**config.mk**
```make
export PLATFORM = sky130hd
export DESIGN_NAME = spimaster_flat
export DESIGN_NICKNAME = d
export VERILOG_FILES = /design/src/rtl/spimaster_if.sv /design/src/rtl/spimaster.sv /design/src/flat_wrapper.sv
export SDC_FILE = /design/constraint.sdc
export NUM_CORES = 1
export LEC_CHECK = 0
export ABC_AREA = 1
export CAP_MARGIN = 20
export CELL_PAD_IN_SITES_DETAIL_PLACEMENT = 0
export CELL_PAD_IN_SITES_GLOBAL_PLACEMENT = 2
export CORE_ASPECT_RATIO = 1.4
export CORE_MARGIN = 2
export CORE_UTILIZATION = 28
export DETAILED_ROUTE_END_ITERATION = 8
export HOLD_SLACK_MARGIN = 0.15
export PLACE_DENSITY_LB_ADDON = 0.1
export SLEW_MARGIN = 20
export SYNTH_ARGS = -nofsm -noshare
export SYNTH_HDL_FRONTEND = slang
export SYNTH_SLANG_ARGS = --single-unit
```
**constraint.sdc**
```tcl
create_clock -name clk -period 1.5 [get_ports clk]
set_input_delay 0.3 -clock clk [delete_from_list [all_inputs] [get_ports clk]]
set_output_delay 0.3 -clock clk [all_outputs]
set_load 0.05 [all_outputs]
```
**src/rtl/spimaster_if.sv**
```systemverilog
// Host-side control/data bundle between the command logic and the SPI master.
// Latency: none (wires only).
// Backpressure: the host may raise start only while ready=1; any other start is dropped.
// Signals: start/hold/txdata come from the host; rxdata/rx_valid/firstbyte/ready/busy go back to it.
// Modports: master = host side, slave = SPI master block.
interface spimaster_if;
  logic       start;
  logic       hold;
  logic [7:0] txdata;
  logic [7:0] rxdata;
  logic       rx_valid;
  logic       firstbyte;
  logic       ready;
  logic       busy;

  modport master (
    output start, hold, txdata,
    input  rxdata, rx_valid, firstbyte, ready, busy
  );

  modport slave (
    input  start, hold, txdata,
    output rxdata, rx_valid, firstbyte, ready, busy
  );
endinterface

```
**src/rtl/spimaster.sv**
```systemverilog
// Byte-wide SPI master, mode 0 (SCK idle low, sample on rise, shift on fall), MSB first.
// Latency: rx_valid fires 16*CLKDIV cycles after the edge that accepts start.
// Backpressure: start is honoured only while ready=1 (IDLE or HOLD); otherwise it is dropped.
// Ports: clk, rst (sync, active high); host = spimaster_if.slave bundle;
//        sck/mosi/cs (active low) driven to the pins, miso already synchronous to clk.
// All outputs come straight from flops; nothing combinational reaches a pin.
module spimaster #(
  parameter int CLKDIV = 1
) (
  input  logic        clk,
  input  logic        rst,
  spimaster_if.slave  host,
  output logic        sck,
  output logic        mosi,
  input  logic        miso,
  output logic        cs
);

  localparam int            CW      = (CLKDIV > 1) ? $clog2(CLKDIV) : 1;
  localparam logic [CW-1:0] CNT_MAX = CW'(CLKDIV - 1);

  typedef enum logic [2:0] {
    IDLE, LEAD, SHIFT_H, SHIFT_L, HOLD, TRAIL, GAP
  } state_t;

  state_t        state, state_nxt;
  logic [CW-1:0] cnt, cnt_nxt;
  logic [2:0]    bit_cnt, bit_nxt;
  logic [7:0]    tx_sr, tx_nxt;
  logic [7:0]    rx_sr, rx_nxt;
  logic [7:0]    rxdata_nxt;
  logic          first, first_nxt;
  logic          sck_nxt, mosi_nxt, cs_nxt;
  logic          rx_valid_nxt, firstbyte_nxt, ready_nxt;
  logic          tick, accept;

  // tick marks the last cycle of a half-period (or of LEAD/TRAIL/GAP)
  assign tick   = (cnt == CNT_MAX);
  assign accept = host.start && ((state == IDLE) || (state == HOLD));

  always_comb begin
    state_nxt     = state;
    cnt_nxt       = cnt + CW'(1);
    bit_nxt       = bit_cnt;
    tx_nxt        = tx_sr;
    rx_nxt        = rx_sr;
    first_nxt     = first;
    sck_nxt       = sck;
    mosi_nxt      = mosi;
    cs_nxt        = cs;
    rxdata_nxt    = host.rxdata;
    rx_valid_nxt  = 1'b0;
    firstbyte_nxt = host.firstbyte;
    ready_nxt     = 1'b0;

    if (accept) begin
      // Same acceptance from IDLE and HOLD; only IDLE opens a new frame.
      state_nxt = LEAD;
      cnt_nxt   = '0;
      bit_nxt   = '0;
      tx_nxt    = host.txdata;
      mosi_nxt  = host.txdata[7];
      cs_nxt    = 1'b0;
      sck_nxt   = 1'b0;
      first_nxt = (state == IDLE);
    end else begin
      case (state)
        IDLE: begin
          cnt_nxt   = '0;
          cs_nxt    = 1'b1;
          sck_nxt   = 1'b0;
          ready_nxt = 1'b1;
        end
        LEAD, SHIFT_L: begin
          if (tick) begin
            state_nxt = SHIFT_H;
            cnt_nxt   = '0;
            sck_nxt   = 1'b1;
            rx_nxt    = {rx_sr[6:0], miso};
          end
        end
        SHIFT_H: begin
          if (tick) begin
            cnt_nxt = '0;
            sck_nxt = 1'b0;
            bit_nxt = bit_cnt + 3'd1;  // wraps to 0 after the eighth bit
            if (bit_cnt == 3'd7) begin
              // Final falling edge is the byte-done edge; mosi keeps bit 0.
              state_nxt     = host.hold ? HOLD : TRAIL;
              rxdata_nxt    = rx_sr;
              rx_valid_nxt  = 1'b1;
              firstbyte_nxt = first;
              first_nxt     = 1'b0;
              ready_nxt     = host.hold;
            end else begin
              state_nxt = SHIFT_L;
              tx_nxt    = {tx_sr[6:0], 1'b0};
              mosi_nxt  = tx_sr[6];
            end
          end
        end
        HOLD: begin
          cnt_nxt = '0;
          if (!host.hold) state_nxt = TRAIL;
          else            ready_nxt = 1'b1;
        end
        TRAIL: begin
          if (tick) begin
            state_nxt = GAP;
            cnt_nxt   = '0;
            cs_nxt    = 1'b1;
          end
        end
        GAP: begin
          if (tick) begin
            state_nxt = IDLE;
            cnt_nxt   = '0;
            ready_nxt = 1'b1;
          end
        end
        default: begin
          state_nxt = IDLE;
          cnt_nxt   = '0;
        end
      endcase
    end
  end

  always_ff @(posedge clk) begin
    if (rst) begin
      state          <= IDLE;
      cnt            <= '0;
      bit_cnt        <= '0;
      tx_sr          <= '0;
      rx_sr          <= '0;
      first          <= 1'b0;
      sck            <= 1'b0;
      mosi           <= 1'b0;
      cs             <= 1'b1;
      host.rxdata    <= '0;
      host.rx_valid  <= 1'b0;
      host.firstbyte <= 1'b0;
      host.ready     <= 1'b1;
      host.busy      <= 1'b0;
    end else begin
      state          <= state_nxt;
      cnt            <= cnt_nxt;
      bit_cnt        <= bit_nxt;
      tx_sr          <= tx_nxt;
      rx_sr          <= rx_nxt;
      first          <= first_nxt;
      sck            <= sck_nxt;
      mosi           <= mosi_nxt;
      cs             <= cs_nxt;
      host.rxdata    <= rxdata_nxt;
      host.rx_valid  <= rx_valid_nxt;
      host.firstbyte <= firstbyte_nxt;
      host.ready     <= ready_nxt;
      host.busy      <= !ready_nxt;
    end
  end

endmodule
```
**src/flat_wrapper.sv**
```systemverilog
// flat-port wrapper written by rule: the top's interface ports become plain ports
module spimaster_flat 
#(
  parameter int CLKDIV = 1
)
  (clk, rst, sck, mosi, miso, cs, host_start, host_hold, host_txdata, host_rxdata, host_rx_valid, host_firstbyte, host_ready, host_busy);
  spimaster_if host_i ();
  input  logic clk;
  input  logic rst;
  output logic sck;
  output logic mosi;
  input  logic miso;
  output logic cs;
  input wire logic [$bits(host_i.start)-1:0] host_start;
  input wire logic [$bits(host_i.hold)-1:0] host_hold;
  input wire logic [$bits(host_i.txdata)-1:0] host_txdata;
  output wire logic [$bits(host_i.rxdata)-1:0] host_rxdata;
  output wire logic [$bits(host_i.rx_valid)-1:0] host_rx_valid;
  output wire logic [$bits(host_i.firstbyte)-1:0] host_firstbyte;
  output wire logic [$bits(host_i.ready)-1:0] host_ready;
  output wire logic [$bits(host_i.busy)-1:0] host_busy;
  assign host_i.start = host_start;
  assign host_i.hold = host_hold;
  assign host_i.txdata = host_txdata;
  assign host_rxdata = host_i.rxdata;
  assign host_rx_valid = host_i.rx_valid;
  assign host_firstbyte = host_i.firstbyte;
  assign host_ready = host_i.ready;
  assign host_busy = host_i.busy;
  spimaster #(.CLKDIV(CLKDIV)) u_core (.clk(clk), .rst(rst), .host(host_i), .sck(sck), .mosi(mosi), .miso(miso), .cs(cs));
endmodule
```
==> impl_metrics.csv <==
group,metric,value,unit
status,outcome,"complete, no violations",
synthesis,netlist_area,0.00169,mm^2
sta,rsz0062_at_grt,"false",
power,ir_drop,532,uV
place,place_congestion,0.721,
sta,maxSlewViolCount,0,
sta,hold_viol_final,0,
setup_path,reg2reg_to,"u_core.tx_sr[5]",
layout,drive_gt1_frac,0.160,
layout,final_common_cell,"nand2_1",
layout,final_nets,296,
hold_path,worstHoldEndpoint,"u_core.bit_cnt[2]",
layout,fillers,632,
place,dp_cells,344,
clocking,htreeDepth,2,
clocking,postCtsSetupBuffers,0,
layout,multiInputGateArea,802,um^2
clocking,insertion_delay,0.28,ns
route,ant_nets,0,
setup_path,crit_required,1.68,ns
grt,grt_pass1_vias,1595,
grt,grt_pass1_wl,7.39,mm
place,dp_hpwl,3.02,mm
grt,grt_max_degree,21,
power,leakage,1.07,nW
floorplan,io_pins,28,
setup_path,ff2ff_path_depth,7,
sta,tns,0,ns
sta,fin_crit_sh,0.942,
setup_path,regToRegSetupSlack,0.09,ns
setup_path,crit_type,"reg -> reg",
clocking,cts_root_buf,"clkbuf_8",
sta,setup_violations,0,
place,port_buffers,27,
route,drtIter0Drc,71,
synthesis,synthesis.instances,245,
sta,whs,0.473,ns
setup_path,arrival,1.59,ns
grt,gr-total-overflow,0,
clocking,cts_buffers,5,
route,vias_per_cell,4.47,
synthesis,synth_seq_cells,38,
clocking,cts_tree,"built",
synthesis,synth_cell_types,23,
grt,antenna_found_initial,0,
hold_path,hold_depth,2,
synthesis,ys_seq_area_frac,0.451,
clocking,cts.clk_slew.worst_paths,0.07,ns
floorplan,die_area,0.00666,mm^2
route,drtPass1Iterations,4,
setup_path,crit_path_end_kind,"register",
synthesis,synth_nets,260,
setup_path,cp-start-kind,"register",
sta,period_minus_slack,1.41,ns
setup_path,path_max_fanout,7,
route,route.vias.total,1569,
route,wl_per_cell,11.6,um
setup_path,r2r_start,"u_core.bit_cnt[0]",
clocking,hold_buffers,0,
power,powerDensity,1050,mW/mm^2
layout,area_growth,39.5,%
synthesis,ys_warn_count,0,
layout,fin_cells,351,
route,drt_wl_total,4.06,mm
synthesis,avgSynthCellArea,6.88,um^2
layout,layout_common_cells,"nand2_1 (69), dfxtp_1 (38), nor2_1 (37)",
clocking,clock-sinks,38,
hold_path,hp-class,"reg -> reg",
grt,track_usage,0.138,
sta,clock_skew,0.00249,ns
floorplan,initial_core_util,0.289,
route,drc_errors,0,
sta,fmax,708,MHz
layout,n_antenna_cell,0,
floorplan,std_cell_rows,33,
hold_path,min_from,"u_core.bit_cnt[2]",
layout,layout.area.seq,761,um^2
floorplan,die_h,95.8,um
clocking,clock_path_buffers,2,
floorplan,coreArea,0.00582,mm^2
floorplan,die_width,69.6,um
job,cap_viol_max_count,0,
==> registers in the layout (all words and copies together) (netlist names) <==
register and flops:
u_core.host.rxdata 8, u_core.rx_sr 8, u_core.tx_sr 7, u_core.bit_cnt 3, u_core.state 3, u_core.cnt 1
u_core.cs 1, u_core.first 1, u_core.host.busy 1, u_core.host.firstbyte 1, u_core.host.ready 1, u_core.host.rx_valid 1
u_core.mosi 1, u_core.sck 1
==> worst max path at each step <==
stage                     slack [ns]               from              end  cells past startpoint
after CTS                       0.01    u_core.state[2]  u_core.rx_sr[1]                      4
after global routing           0.003  u_core.bit_cnt[0]  u_core.tx_sr[5]                      7
after floorplan                 0.21  u_core.bit_cnt[0]      u_core.mosi                      8
after global placement          0.01         host_start  u_core.state[1]                      7
after detailed placement        0.02         host_start  u_core.state[1]                      7
final                           0.09  u_core.bit_cnt[0]  u_core.tx_sr[5]                      7
==> metal layers <==
metal  track usage  share of wire
met5             0              0
met4        0.0490          0.014
met1         0.159           0.45
met2         0.258           0.51
met3        0.0230          0.028
==> cell type report <==
cell class | instances | share of cell area
multi-input combinational | 175 | 0.341
sequential | 38 | 0.324
timing repair buffer | 40 | 0.231
tap | 70 | 0.0373
inverter | 21 | 0.0335
clock buffer | 5 | 0.0293
clock inverter | 2 | 0.00426
==> logic make-up (layout without fill, tap and decap cells) <==
family	Yosys count	in the layout	synth area share
compound gates	34	34	0.106
other cells	1	1	0.00223
flops	38	38	0.451
fa+ha+maj	2	2	0.0148
buf+inv	32	68	0.0772
simple gates	138	138	0.348
==> through the flow <==
step | cell area [um^2] | power [mW] | util | worst slack (ns)
finish | 2350 | 2.47 | 0.404 | 0.0877
global route | 2350 | 2.63 | 0.404 | 0.00274
CTS | 2340 | 2.51 | 0.403 | 0.0100
detailed placement | 2260 | 1.83 | 0.389 | 0.0174
global placement | 2260 | 1.84 | 0.389 | 0.0140
floorplan | 1690 | 1.55 | - | 0.213
==> power by group <==
part           leakage [nW]  internal (mW)  switching, mW
logic                 0.715          0.276          0.372
clock network        0.0438          0.312          0.354
registers             0.310           1.08         0.0689
total                  1.07           1.67          0.794
==> synthesized netlist by cell type <==
library cell | number | area [um^2]
inv_1 | 18 | 67.6
nor2_1 | 38 | 143
clkbuf_1 | 3 | 11.3
ha_1 | 2 | 25.0
nand2_2 | 2 | 12.5
inv_2 | 3 | 11.3
nor2_2 | 1 | 6.26
dfxtp_1 | 38 | 761
a21oi_1 | 22 | 110
nand3_1 | 20 | 100
o21ai_1 | 4 | 20.0
nor3_1 | 2 | 10.0
nor2_4 | 1 | 11.3
o21ai_2 | 1 | 8.76
nand2_1 | 69 | 259
o21a_1 | 1 | 7.51
o211ai_1 | 1 | 7.51
nand4_1 | 2 | 12.5
buf_2 | 8 | 40.0
conb_1 | 1 | 3.75
nand3_4 | 1 | 17.5
nand3b_1 | 2 | 15.0
o21ai_0 | 5 | 25.0
==> repair_timing <==
action	CTS	global route
gates resized for setup	0	2
endpoints found under the hold margin	0	0
endpoints found under the setup margin	0	11
==> worst max-delay path: stages, from the launching register on <==
cell,delay [ns]
dfxtp_1,0.33
ha_1,0.20
ha_1,0.22
inv_1,0.12
nand3_4,0.14
buf_4,0.18
nand3_1,0.06
a21oi_1,0.06
Note: power is estimated with default switching activity, not from simulation.
